**config.mk**
```make
export PLATFORM = sky130hd
export DESIGN_NAME = vga_sync_to_count_flat
export DESIGN_NICKNAME = d
export VERILOG_FILES = /design/src/rtl/vga_timing_pkg.sv /design/src/rtl/vga_sync_to_count_if.sv /design/src/rtl/vga_sync_edge.sv /design/src/rtl/vga_sync_to_count.sv /design/src/flat_wrapper.sv
export SDC_FILE = /design/constraint.sdc
export NUM_CORES = 1
export LEC_CHECK = 0
export ABC_AREA = 1
export BUFFER_PORTS_ARGS = -buffer_cell sky130_fd_sc_hd__buf_4
export CAP_MARGIN = 10
export CORE_MARGIN = 2
export CORE_UTILIZATION = 30
export CTS_CLUSTER_SIZE = 25
export DETAILED_ROUTE_END_ITERATION = 8
export PLACE_DENSITY_LB_ADDON = 0.2
export SLEW_MARGIN = 20
export SYNTH_ARGS = -nofsm -noshare
export SYNTH_HDL_FRONTEND = slang
export SYNTH_HIERARCHICAL = 1
export SYNTH_SLANG_ARGS = --single-unit
```
**constraint.sdc**
```tcl
create_clock -name clk -period 5.9 [get_ports clk]
set_clock_uncertainty 0.1 [all_clocks]
set_input_delay 0.295 -clock clk [delete_from_list [all_inputs] [get_ports clk]]
set_output_delay 0.295 -clock clk [all_outputs]
set_load 0.01 [all_outputs]
```
**src/rtl/vga_timing_pkg.sv**
```systemverilog
// rtl/vga_timing_pkg.sv - 640x480 timing defaults, lock FSM encoding and counter widths
package vga_timing_pkg;

    localparam int TOTAL_COL     = 800;
    localparam int TOTAL_ROW     = 525;
    localparam int ACTIVE_COL    = 640;
    localparam int ACTIVE_ROW    = 480;
    localparam int H_FRONT_PORCH = 16;
    localparam int V_FRONT_PORCH = 10;
    localparam int LOCK_LINES    = 8;

    localparam int COL_W    = 10;
    localparam int ROW_W    = 10;
    localparam int PERIOD_W = 11;
    localparam int LINE_W   = 10;
    localparam int GOOD_W   = 8;

    localparam logic [1:0] ST_UNLOCKED = 2'd0;
    localparam logic [1:0] ST_ACQUIRE  = 2'd1;
    localparam logic [1:0] ST_LOCKED   = 2'd2;

    typedef enum logic [1:0] {
        UNLOCKED = ST_UNLOCKED,
        ACQUIRE  = ST_ACQUIRE,
        LOCKED   = ST_LOCKED
    } lock_state_e;

endpackage

```
**src/rtl/vga_sync_to_count_if.sv**
```systemverilog
// rtl/vga_sync_to_count_if.sv - sync inputs and recovered timing outputs of the receiver
interface vga_sync_to_count_if;
    import vga_timing_pkg::*;

    logic             hsync;
    logic             vsync;
    logic [COL_W-1:0] col_counter;
    logic [ROW_W-1:0] row_counter;
    logic             active;
    logic             locked;
    logic             frame_start;

    modport master (
        output hsync, vsync,
        input  col_counter, row_counter, active, locked, frame_start
    );

    modport slave (
        input  hsync, vsync,
        output col_counter, row_counter, active, locked, frame_start
    );

endinterface

```
**src/rtl/vga_sync_edge.sv**
```systemverilog
// rtl/vga_sync_edge.sv - registers one sync input, normalises polarity, pulses on assertion
module vga_sync_edge #(
    parameter bit SYNC_LOW = 1'b1
) (
    input  logic clk,
    input  logic rst,
    input  logic sync_in,
    output logic edge_pulse
);

    logic sync_q, sync_d;
    logic prev_q, prev_d;

    always_comb begin
        sync_d = SYNC_LOW ? ~sync_in : sync_in;
        prev_d = sync_q;
    end

    always_ff @(posedge clk or posedge rst) begin
        if (rst) begin
            sync_q <= 1'b0;
            prev_q <= 1'b0;
        end else begin
            sync_q <= sync_d;
            prev_q <= prev_d;
        end
    end

    assign edge_pulse = sync_q & ~prev_q;

endmodule

```
**src/rtl/vga_sync_to_count.sv**
```systemverilog
// rtl/vga_sync_to_count.sv - recovers col/row counters from HSync/VSync and qualifies lock
module vga_sync_to_count
    import vga_timing_pkg::*;
#(
    parameter int G_TOTAL_COL     = TOTAL_COL,
    parameter int G_TOTAL_ROW     = TOTAL_ROW,
    parameter int G_ACTIVE_COL    = ACTIVE_COL,
    parameter int G_ACTIVE_ROW    = ACTIVE_ROW,
    parameter int G_H_FRONT_PORCH = H_FRONT_PORCH,
    parameter int G_V_FRONT_PORCH = V_FRONT_PORCH,
    parameter bit G_SYNC_LOW      = 1'b1,
    parameter int G_LOCK_LINES    = LOCK_LINES
) (
    input logic                clk,
    input logic                rst,
    vga_sync_to_count_if.slave bus
);

    localparam logic [COL_W-1:0]    COL_LAST    = COL_W'(G_TOTAL_COL - 1);
    localparam logic [COL_W-1:0]    COL_ACT     = COL_W'(G_ACTIVE_COL);
    localparam logic [COL_W-1:0]    H_SS        = COL_W'(G_ACTIVE_COL + G_H_FRONT_PORCH);
    localparam logic [ROW_W-1:0]    ROW_LAST    = ROW_W'(G_TOTAL_ROW - 1);
    localparam logic [ROW_W-1:0]    ROW_ACT     = ROW_W'(G_ACTIVE_ROW);
    localparam logic [ROW_W-1:0]    V_SS        = ROW_W'(G_ACTIVE_ROW + G_V_FRONT_PORCH);
    localparam logic [PERIOD_W-1:0] PERIOD_GOOD = PERIOD_W'(G_TOTAL_COL);
    localparam logic [PERIOD_W-1:0] PERIOD_MAX  = PERIOD_W'(2 * G_TOTAL_COL);
    localparam logic [LINE_W-1:0]   LINES_GOOD  = LINE_W'(G_TOTAL_ROW);
    localparam logic [LINE_W-1:0]   LINE_MAX    = '1;
    localparam logic [GOOD_W-1:0]   GOOD_MIN    = GOOD_W'(G_LOCK_LINES);
    localparam logic [GOOD_W-1:0]   GOOD_MAX    = '1;

    logic h_edge, v_edge;

    vga_sync_edge #(.SYNC_LOW(G_SYNC_LOW)) u_h_edge (
        .clk(clk), .rst(rst), .sync_in(bus.hsync), .edge_pulse(h_edge)
    );

    vga_sync_edge #(.SYNC_LOW(G_SYNC_LOW)) u_v_edge (
        .clk(clk), .rst(rst), .sync_in(bus.vsync), .edge_pulse(v_edge)
    );

    logic [COL_W-1:0]    col_q, col_d;
    logic [ROW_W-1:0]    row_q, row_d;
    logic                active_q, active_d;
    logic                frame_start_q, frame_start_d;
    logic [PERIOD_W-1:0] h_period_q, h_period_d;
    logic [LINE_W-1:0]   line_q, line_d, lines_seen;
    logic [GOOD_W-1:0]   good_q, good_d, good_after_h;
    logic [1:0]          state_q, state_d;
    logic                good_line, good_frame;

    always_comb begin
        // Sync edges snap the free-running counters onto the source's sync-start position
        col_d = (col_q == COL_LAST) ? '0 : col_q + 1'b1;
        row_d = row_q;
        if (h_edge) begin
            col_d = H_SS;
        end else if (col_q == COL_LAST) begin
            row_d = (row_q == ROW_LAST) ? '0 : row_q + 1'b1;
        end
        if (v_edge) begin
            row_d = V_SS;
        end
        active_d      = (col_d < COL_ACT) && (row_d < ROW_ACT);
        frame_start_d = (col_d == '0) && (row_d == '0) && (state_q == ST_LOCKED);

        h_period_d = h_edge ? PERIOD_W'(1) :
                     (h_period_q == PERIOD_MAX) ? h_period_q : h_period_q + 1'b1;
        good_line  = h_edge && (h_period_q == PERIOD_GOOD);

        // A coincident H edge still belongs to the frame this V edge closes
        lines_seen = (h_edge && (line_q != LINE_MAX)) ? line_q + 1'b1 : line_q;
        good_frame = (lines_seen == LINES_GOOD);
        line_d     = v_edge ? '0 : lines_seen;

        good_after_h = good_q;
        if (h_edge) begin
            good_after_h = !good_line ? '0 :
                           (good_q == GOOD_MAX) ? good_q : good_q + 1'b1;
        end

        state_d = state_q;
        good_d  = good_q;
        case (state_q)
            ST_UNLOCKED: begin
                if (v_edge) begin
                    state_d = ST_ACQUIRE;
                    good_d  = '0;
                end
            end
            ST_ACQUIRE: begin
                good_d = good_after_h;
                if (v_edge) begin
                    good_d = '0;
                    if (good_frame && (good_after_h >= GOOD_MIN)) begin
                        state_d = ST_LOCKED;
                    end
                end
            end
            ST_LOCKED: begin
                if ((h_edge && !good_line) || (v_edge && !good_frame) ||
                    (h_period_q == PERIOD_MAX)) begin
                    state_d = ST_UNLOCKED;
                end
            end
            default: state_d = ST_UNLOCKED;
        endcase
    end

    always_ff @(posedge clk or posedge rst) begin
        if (rst) begin
            col_q         <= '0;
            row_q         <= '0;
            active_q      <= 1'b0;
            frame_start_q <= 1'b0;
            h_period_q    <= '0;
            line_q        <= '0;
            good_q        <= '0;
            state_q       <= ST_UNLOCKED;
        end else begin
            col_q         <= col_d;
            row_q         <= row_d;
            active_q      <= active_d;
            frame_start_q <= frame_start_d;
            h_period_q    <= h_period_d;
            line_q        <= line_d;
            good_q        <= good_d;
            state_q       <= state_d;
        end
    end

    assign bus.col_counter = col_q;
    assign bus.row_counter = row_q;
    assign bus.active      = active_q;
    assign bus.frame_start = frame_start_q;
    assign bus.locked      = (state_q == ST_LOCKED);

endmodule
```
**src/flat_wrapper.sv**
```systemverilog
// flat-port wrapper written by rule: the top's interface ports become plain ports
module vga_sync_to_count_flat import vga_timing_pkg::*;
#(
    parameter int G_TOTAL_COL     = TOTAL_COL,
    parameter int G_TOTAL_ROW     = TOTAL_ROW,
    parameter int G_ACTIVE_COL    = ACTIVE_COL,
    parameter int G_ACTIVE_ROW    = ACTIVE_ROW,
    parameter int G_H_FRONT_PORCH = H_FRONT_PORCH,
    parameter int G_V_FRONT_PORCH = V_FRONT_PORCH,
    parameter bit G_SYNC_LOW      = 1'b1,
    parameter int G_LOCK_LINES    = LOCK_LINES
)
  (clk, rst, bus_hsync, bus_vsync, bus_col_counter, bus_row_counter, bus_active, bus_locked, bus_frame_start);
  vga_sync_to_count_if bus_i ();
  input logic clk;
  input logic rst;
  input wire logic [$bits(bus_i.hsync)-1:0] bus_hsync;
  input wire logic [$bits(bus_i.vsync)-1:0] bus_vsync;
  output wire logic [$bits(bus_i.col_counter)-1:0] bus_col_counter;
  output wire logic [$bits(bus_i.row_counter)-1:0] bus_row_counter;
  output wire logic [$bits(bus_i.active)-1:0] bus_active;
  output wire logic [$bits(bus_i.locked)-1:0] bus_locked;
  output wire logic [$bits(bus_i.frame_start)-1:0] bus_frame_start;
  assign bus_i.hsync = bus_hsync;
  assign bus_i.vsync = bus_vsync;
  assign bus_col_counter = bus_i.col_counter;
  assign bus_row_counter = bus_i.row_counter;
  assign bus_active = bus_i.active;
  assign bus_locked = bus_i.locked;
  assign bus_frame_start = bus_i.frame_start;
  vga_sync_to_count #(.G_TOTAL_COL(G_TOTAL_COL), .G_TOTAL_ROW(G_TOTAL_ROW), .G_ACTIVE_COL(G_ACTIVE_COL), .G_ACTIVE_ROW(G_ACTIVE_ROW), .G_H_FRONT_PORCH(G_H_FRONT_PORCH), .G_V_FRONT_PORCH(G_V_FRONT_PORCH), .G_SYNC_LOW(G_SYNC_LOW), .G_LOCK_LINES(G_LOCK_LINES)) u_core (.clk(clk), .rst(rst), .bus(bus_i));
endmodule
```
==> results.py, run 1 <==
metrics = {
    "clock_tree": {
        "cts_resized": 0,
        "tritoncts": "done",
        "clk_pin_slew_worst_paths_ns": 0.05,
        "clkSinkCount": 57,
        "insertion_delay_ns": 0.32,
        "cts_root_buf": "clkbuf_16",
        "cts_made_buffers": 9,
        "h-tree-depth": 3,
        "clock_path_buffers": 2,
    },
    "synthesis": {
        "synth_top_cells_by_count": "nand2_1, inv_1, nor2_1, dfrtp_1, nand3_1",
        "synth_top_area_share": 0.396,
        "syn-mean-instance-area_um2": 6.92,
        "synth-async-reset-ratio": 1.00,
        "synth.ff_latch_count": 57,
        "synth-edff-count": 0,
        "yosysTopAreaCell": "dfrtp_1",
        "netlist_area_um2": 3600,
        "yosys-top-cells-area": "dfrtp_1, nand2_1, inv_1, nand3_1, nor2_1",
        "synth_ff_type": "dfrtp_1",
        "yosys_warnings": 6,
        "yosysMostFrequentCell": "nand2_1",
        "yosys.cell_types.count": 31,
        "syn_inst": 520,
        "synthesis.nets": 531,
        "yosysSeqAreaShare": 0.396,
    },
    "worst_setup_path": {
        "slowest_delay_ns": 0.71,
        "critical_path.slowest_cell": "clkinv_1",
        "start_kind": "register",
        "crit_required_ns": 6.00,
        "crit_type": "register to register",
        "cp_cell_sequence": "nor2_2 > buf_4 > clkinv_1 > nor2_1 > a21oi_1 > a21oi_1 > nor2_1 > o21ai_1 > nand3_1",
        "reg2reg_depth": 9,
        "r2r-end": "u_core/state_q[0]",
        "critical_path.max_fanout": 28,
        "end_kind": "register",
        "cp_data_arrival_time_ns": 2.98,
        "crit-reg2reg-launch": "u_core/u_h_edge/prev_q",
        "reg2reg_slack_ns": 3.02,
    },
    "routing": {
        "ant_nets": 0,
        "drt_wl_total_mm": 8.50,
        "dr_total_vias": 3297,
        "drc": 0,
        "drt-initial-drc-count": 250,
        "drt-pass1-iter-count": 5,
        "routedWlPerCell_um": 12.1,
        "vias_per_cell": 4.68,
    },
    "final_layout": {
        "drive_above_1_share": 0.120,
        "fin_cells": 704,
        "antenna_cells": 0,
        "fill_cells": 1243,
        "multi_input_comb_area_um2": 1820,
        "synthToLayoutAreaGrowth_pct": 19.3,
        "num-nets-final": 563,
        "regArea_um2": 1430,
    },
    "sta": {
        "drv_slew": 0,
        "fin_tns_setup_ns": 0,
        "fmax_mhz": 347,
        "tightest_slew_ns": 0.761,
        "min_period_ns": 2.88,
        "hold_slack_ns": 0.0202,
        "grt_setup_unrepaired": "no",
        "finalHoldViolCount": 0,
        "finalCritPeriodShare": 0.488,
        "maxSlewHeadroom": 0.490,
        "worst_slack_ns": 3.02,
        "setup_viol": 0,
    },
    "placement": {
        "dp_slack_ns": 3.00,
        "gp_congestion": 0.833,
        "hpwl_mm": 6.26,
        "io_buffers": 26,
        "place_inst": 687,
    },
    "run": {
        "cap_violations": 0,
    },
    "global_routing": {
        "grt_pass1_vias": 3062,
        "grt-ovfl-total": 0,
        "grt_start_max_net_pins": 54,
        "grt_pass1_wl_mm": 14.7,
        "track_usage": 0.142,
        "antenna_found_initial": 0,
    },
    "floorplan": {
        "die_w_um": 114,
        "coreArea_um2": 11900,
        "ioPinCount": 27,
        "initial_core_util": 0.303,
        "row_count": 40,
        "die_area_um2": 12900,
        "die_h_um": 114,
    },
    "min_path": {
        "min_path_cells": 2,
        "min-delay-start": "bus_vsync",
        "hp-class": "input pin to register",
        "worstHoldEndpoint": "u_core/u_v_edge/prev_d",
    },
    "pwr": {
        "total_power_mw": 1.23,
        "leakage_nw": 2.12,
        "peakVddDrop_v": 0.000106,
        "powerDensity_nw_per_um2": 286,
    },
    "outcome": {
        "status": "complete, no violations",
    },
}
[state kept, by name (all words and copies together), names as in the netlist]
name	count
u_core/bus.frame_start	1
u_core/u_h_edge/prev_d	1
u_core/u_v_edge/prev_q	1
u_core/u_v_edge/prev_d	1
u_core/u_h_edge/prev_q	1
u_core/good_q	8
u_core/line_q	10
u_core/state_q	2
u_core/bus.active	1
u_core/h_period_q	11
u_core/bus.col_counter	10
u_core/bus.row_counter	10
[report_power, final]
group | total, mW | switching [mW] | internal [mW]
clock network | 0.552 | 0.183 | 0.369
logic | 0.202 | 0.122 | 0.0799
registers | 0.472 | 0.0429 | 0.429
[cell type report]
cell class,count,area share
tap,147,0.0428
timing repair buffer,30,0.0530
inverter,83,0.0737
clock buffer,9,0.0525
sequential,57,0.332
clock inverter,7,0.0222
multi-input combinational,371,0.423
[routing by layer]
layer / vias up / GRT usage / part of all wire
li1: 1717 / - / -
met1: 1521 / 0.176 / 0.46
met2: 46 / 0.241 / 0.49
met3: 13 / 0.0319 / 0.033
met4: 0 / 0.0561 / 0.021
met5: - / 0 / 0
[how the worst max path moves through the flow]
stage,startpoint,to
floorplan,u_core/bus.col_counter[0],u_core/bus.frame_start
global placement,u_core/u_h_edge/prev_q,u_core/state_q[0]
detailed placement,u_core/u_h_edge/prev_q,u_core/state_q[0]
CTS,u_core/u_h_edge/prev_q,u_core/state_q[0]
global route,u_core/u_h_edge/prev_d,u_core/state_q[0]
finish,u_core/u_h_edge/prev_q,u_core/state_q[0]
[timing repair]
action / CTS / global route
setup buffers: 0 / 0
endpoints found under the hold margin: 4 / 0
hold buffers: 1 / 0
[cells in the final DEF, fill, tap and decap left out, drive strengths merged, types with 6 or more instances in the layout]
| cell type | count |
|---|---|
| nand2 | 140 |
| inv | 82 |
| nor2 | 68 |
| dfrtp | 57 |
| nand3 | 47 |
| o21ai | 34 |
| buf | 29 |
| a21oi | 29 |
| nand4 | 13 |
| clkbuf | 9 |
| nor3 | 9 |
| ha | 7 |
| xor2 | 6 |
[worst max-delay path: cells and delay by family, from the launching register on]
family	cells	cell delay, ns
AO/OA/AOI/OAI	3	0.43
buffers and inverters	2	1.05
flip-flops	1	0.37
AND/OR/NAND/NOR	4	0.78
[cells by family (layout without fill, tap and decap cells)]
family                     Yosys count  after routing  share of synthesized area
xor gates and xnor gates            10             10                     0.0243
buffers and inverters               92            129                     0.0984
DFF                                 57             57                      0.396
and+or+nand+nor                    284            284                      0.355
adders and majority gates            7              7                     0.0243
AOI/OAI and AO/OA                   70             70                      0.102
[through the flow]
step	cell area, um^2	utilization
finish	4290	0.362
CTS	4290	0.362
global placement	3960	0.334
global route	4290	0.362
floorplan	3600	-
detailed placement	3960	0.334
Note: power is estimated with default switching activity, not from simulation.
==> run 2: changes to the inputs <==
- clock period: 5.9 -> 2.8 ns (I/O delays scaled with it)
==> run 2 against run 1 <==
Compared with the run above: non-clock buffer count increased by 4; sequential share of layout area fell by 0.087 points; count of clock-buffer cells in the layout up 3; via count up 1.6%; routed wire length rose by 1.1%; total power up 100%; die area is the same; setup slack worse by 2.5 ns; register-to-register slack lost 2.5 ns; clock power is 96% higher.
==> results.py, run 2 (synthesis results as in run 1) <==
metrics = {
    "outcome": {
        "status": "complete, no violations",
    },
    "clock_tree": {
        "clock_path_buffers": 2,
        "clkSinkCount": 57,
        "ctsHoldBuffers": 3,
        "cts_made_buffers": 9,
        "clk_pin_slew_worst_paths_ns": 0.05,
        "h-tree-depth": 3,
        "insertion_delay_ns": 0.32,
        "cts_resized": 0,
        "cts_root_buf": "clkbuf_16",
        "cts_setup_buffers": 0,
        "tritoncts": "done",
    },
    "routing": {
        "wl_met3_um": 261,
        "ant_nets": 0,
        "dr_wl_met2_mm": 4.07,
        "drt_wl_total_mm": 8.59,
        "highest_layer": "met4",
        "drt-met1-wl_mm": 4.14,
        "dr_total_vias": 3349,
        "vias_per_cell": 4.74,
        "drt-pass1-iter-count": 4,
        "routedWlPerCell_um": 12.1,
        "drc": 0,
        "drt-initial-drc-count": 238,
    },
    "global_routing": {
        "grt_start_max_net_pins": 31,
        "grt_pass1_vias": 3158,
        "track_usage": 0.141,
        "grt-ovfl-total": 0,
        "antenna_found_initial": 0,
        "grt_pass1_wl_mm": 14.5,
    },
    "sta": {
        "fmax_mhz": 438,
        "maxSlewHeadroom": 0.582,
        "min_period_ns": 2.28,
        "finalHoldViolCount": 0,
        "tightest_slew_ns": 0.627,
        "drv_slew": 0,
        "grt_setup_unrepaired": "no",
        "fin_tns_setup_ns": 0,
        "hold_slack_ns": 0.153,
        "finalCritPeriodShare": 0.815,
        "setup_viol": 0,
    },
    "pwr": {
        "leakage_nw": 2.13,
        "p_sw_mw": 0.701,
        "powerDensity_nw_per_um2": 582,
        "p_int_mw": 1.80,
        "sw_frac_of_total": 0.280,
        "clockPowerShare": 0.432,
        "power_frac_seq": 0.398,
        "peakVddDrop_v": 0.000244,
        "pwr-share-comb": 0.170,
    },
    "final_layout": {
        "drive_above_1_share": 0.120,
        "antenna_cells": 0,
        "num-nets-final": 567,
        "synthToLayoutAreaGrowth_pct": 19.6,
        "top_register": "u_core/h_period_q",
        "layout_commonest_cell": "nand2_1",
        "multi_input_comb_area_um2": 1820,
        "largest_reg_flops": 11,
        "final_cell_mix": "nand2_1, inv_1, nor2_1, dfrtp_1, nand3_1",
        "fill_cells": 1256,
        "regArea_um2": 1430,
    },
    "worst_setup_path": {
        "cp_common_cell": "nand2_1",
        "crit_type": "register to register",
        "crit-reg2reg-launch": "u_core/bus.col_counter[0]",
        "end_kind": "register",
        "crit_required_ns": 2.95,
        "critical_path.slowest_cell": "dfrtp_1",
        "cp.buffers_inverters": 1,
        "cp_cell_sequence": "ha_1 > nand2_1 > nor2_4 > nand3_4 > inv_2 > nand2_1 > nand2_1 > nor2_1 > a21oi_1 > nand2_1 > nor2_1 > nand3_1 > nor2_1",
        "start_kind": "register",
        "cp_top_family": "simple AND/OR/NAND/NOR gates",
        "critical_path.max_fanout": 8,
        "crit_start": "u_core/bus.col_counter[0]",
        "slowest_delay_ns": 0.44,
        "cp_data_arrival_time_ns": 2.43,
    },
    "floorplan": {
        "initial_core_util": 0.303,
        "die_w_um": 114,
        "ioPinCount": 27,
        "row_count": 40,
        "die_area_um2": 12900,
        "coreArea_um2": 11900,
        "die_h_um": 114,
    },
    "run": {
        "cap_violations": 0,
    },
    "placement": {
        "gp_congestion": 0.834,
        "io_buffers": 26,
        "hpwl_mm": 6.40,
    },
    "min_path": {
        "hp-class": "input pin to async pin",
    },
}
-- run 2: tightest hold or removal path, delay by kind of cell --
family,cells,cell delay (ns)
buf+inv,3,0.76
-- run 2: layout make-up --
cell class,count,area share
Clock buffer,12,0.0596
Clock inverter,3,0.00930
Inverter,83,0.0735
Multi-Input combinational cell,371,0.422
Sequential cell,57,0.331
Tap cell,147,0.0427
Timing Repair Buffer,34,0.0610
-- run 2: final timing paths --
check	slack [ns]	endpoint	cells past startpoint
worst max-delay path	0.52	u_core/bus.frame_start	13
worst min register to register	0.27	u_core/u_h_edge/prev_q	0
min in group clk	0.27	u_core/u_h_edge/prev_q	0
max in group asynchronous	1.71	u_core/bus.row_counter[6]	4
worst max register to register	0.52	u_core/bus.frame_start	13
worst min-delay path	0.15	u_core/u_v_edge/prev_d	3
-- run 2: power groups by stage --
stage / clock network (mW) / logic, mW / registers (mW)
floorplan: 0 / 0.288 / 1.00
global placement: 0 / 0.428 / 1.01
detailed placement: 0 / 0.427 / 1.01
CTS: 1.12 / 0.432 / 0.996
global route: 1.16 / 0.485 / 1.01
finish: 1.08 / 0.425 / 0.996
-- run 2: through the flow --
stage | instance area (um^2) | util | std cells | setup slack [ns] | power [mW]
after global placement | 3980 | 0.335 | 689 | 0.485 | 1.44
after floorplan | 3600 | - | 520 | 0.872 | 1.29
after global routing | 4300 | 0.363 | 707 | 0.292 | 2.66
after CTS | 4300 | 0.363 | 707 | 0.482 | 2.55
after detailed placement | 3980 | 0.335 | 689 | 0.509 | 1.44
final | 4300 | 0.363 | 707 | 0.517 | 2.50
-- run 2: routing by layer --
| layer | global-route usage | up-vias |
|---|---|---|
| met1 | 0.181 | 1533 |
| met2 | 0.233 | 64 |
| met5 | 0 | - |
| met4 | 0.0537 | 0 |
| li1 | - | 1741 |
| met3 | 0.0292 | 11 |
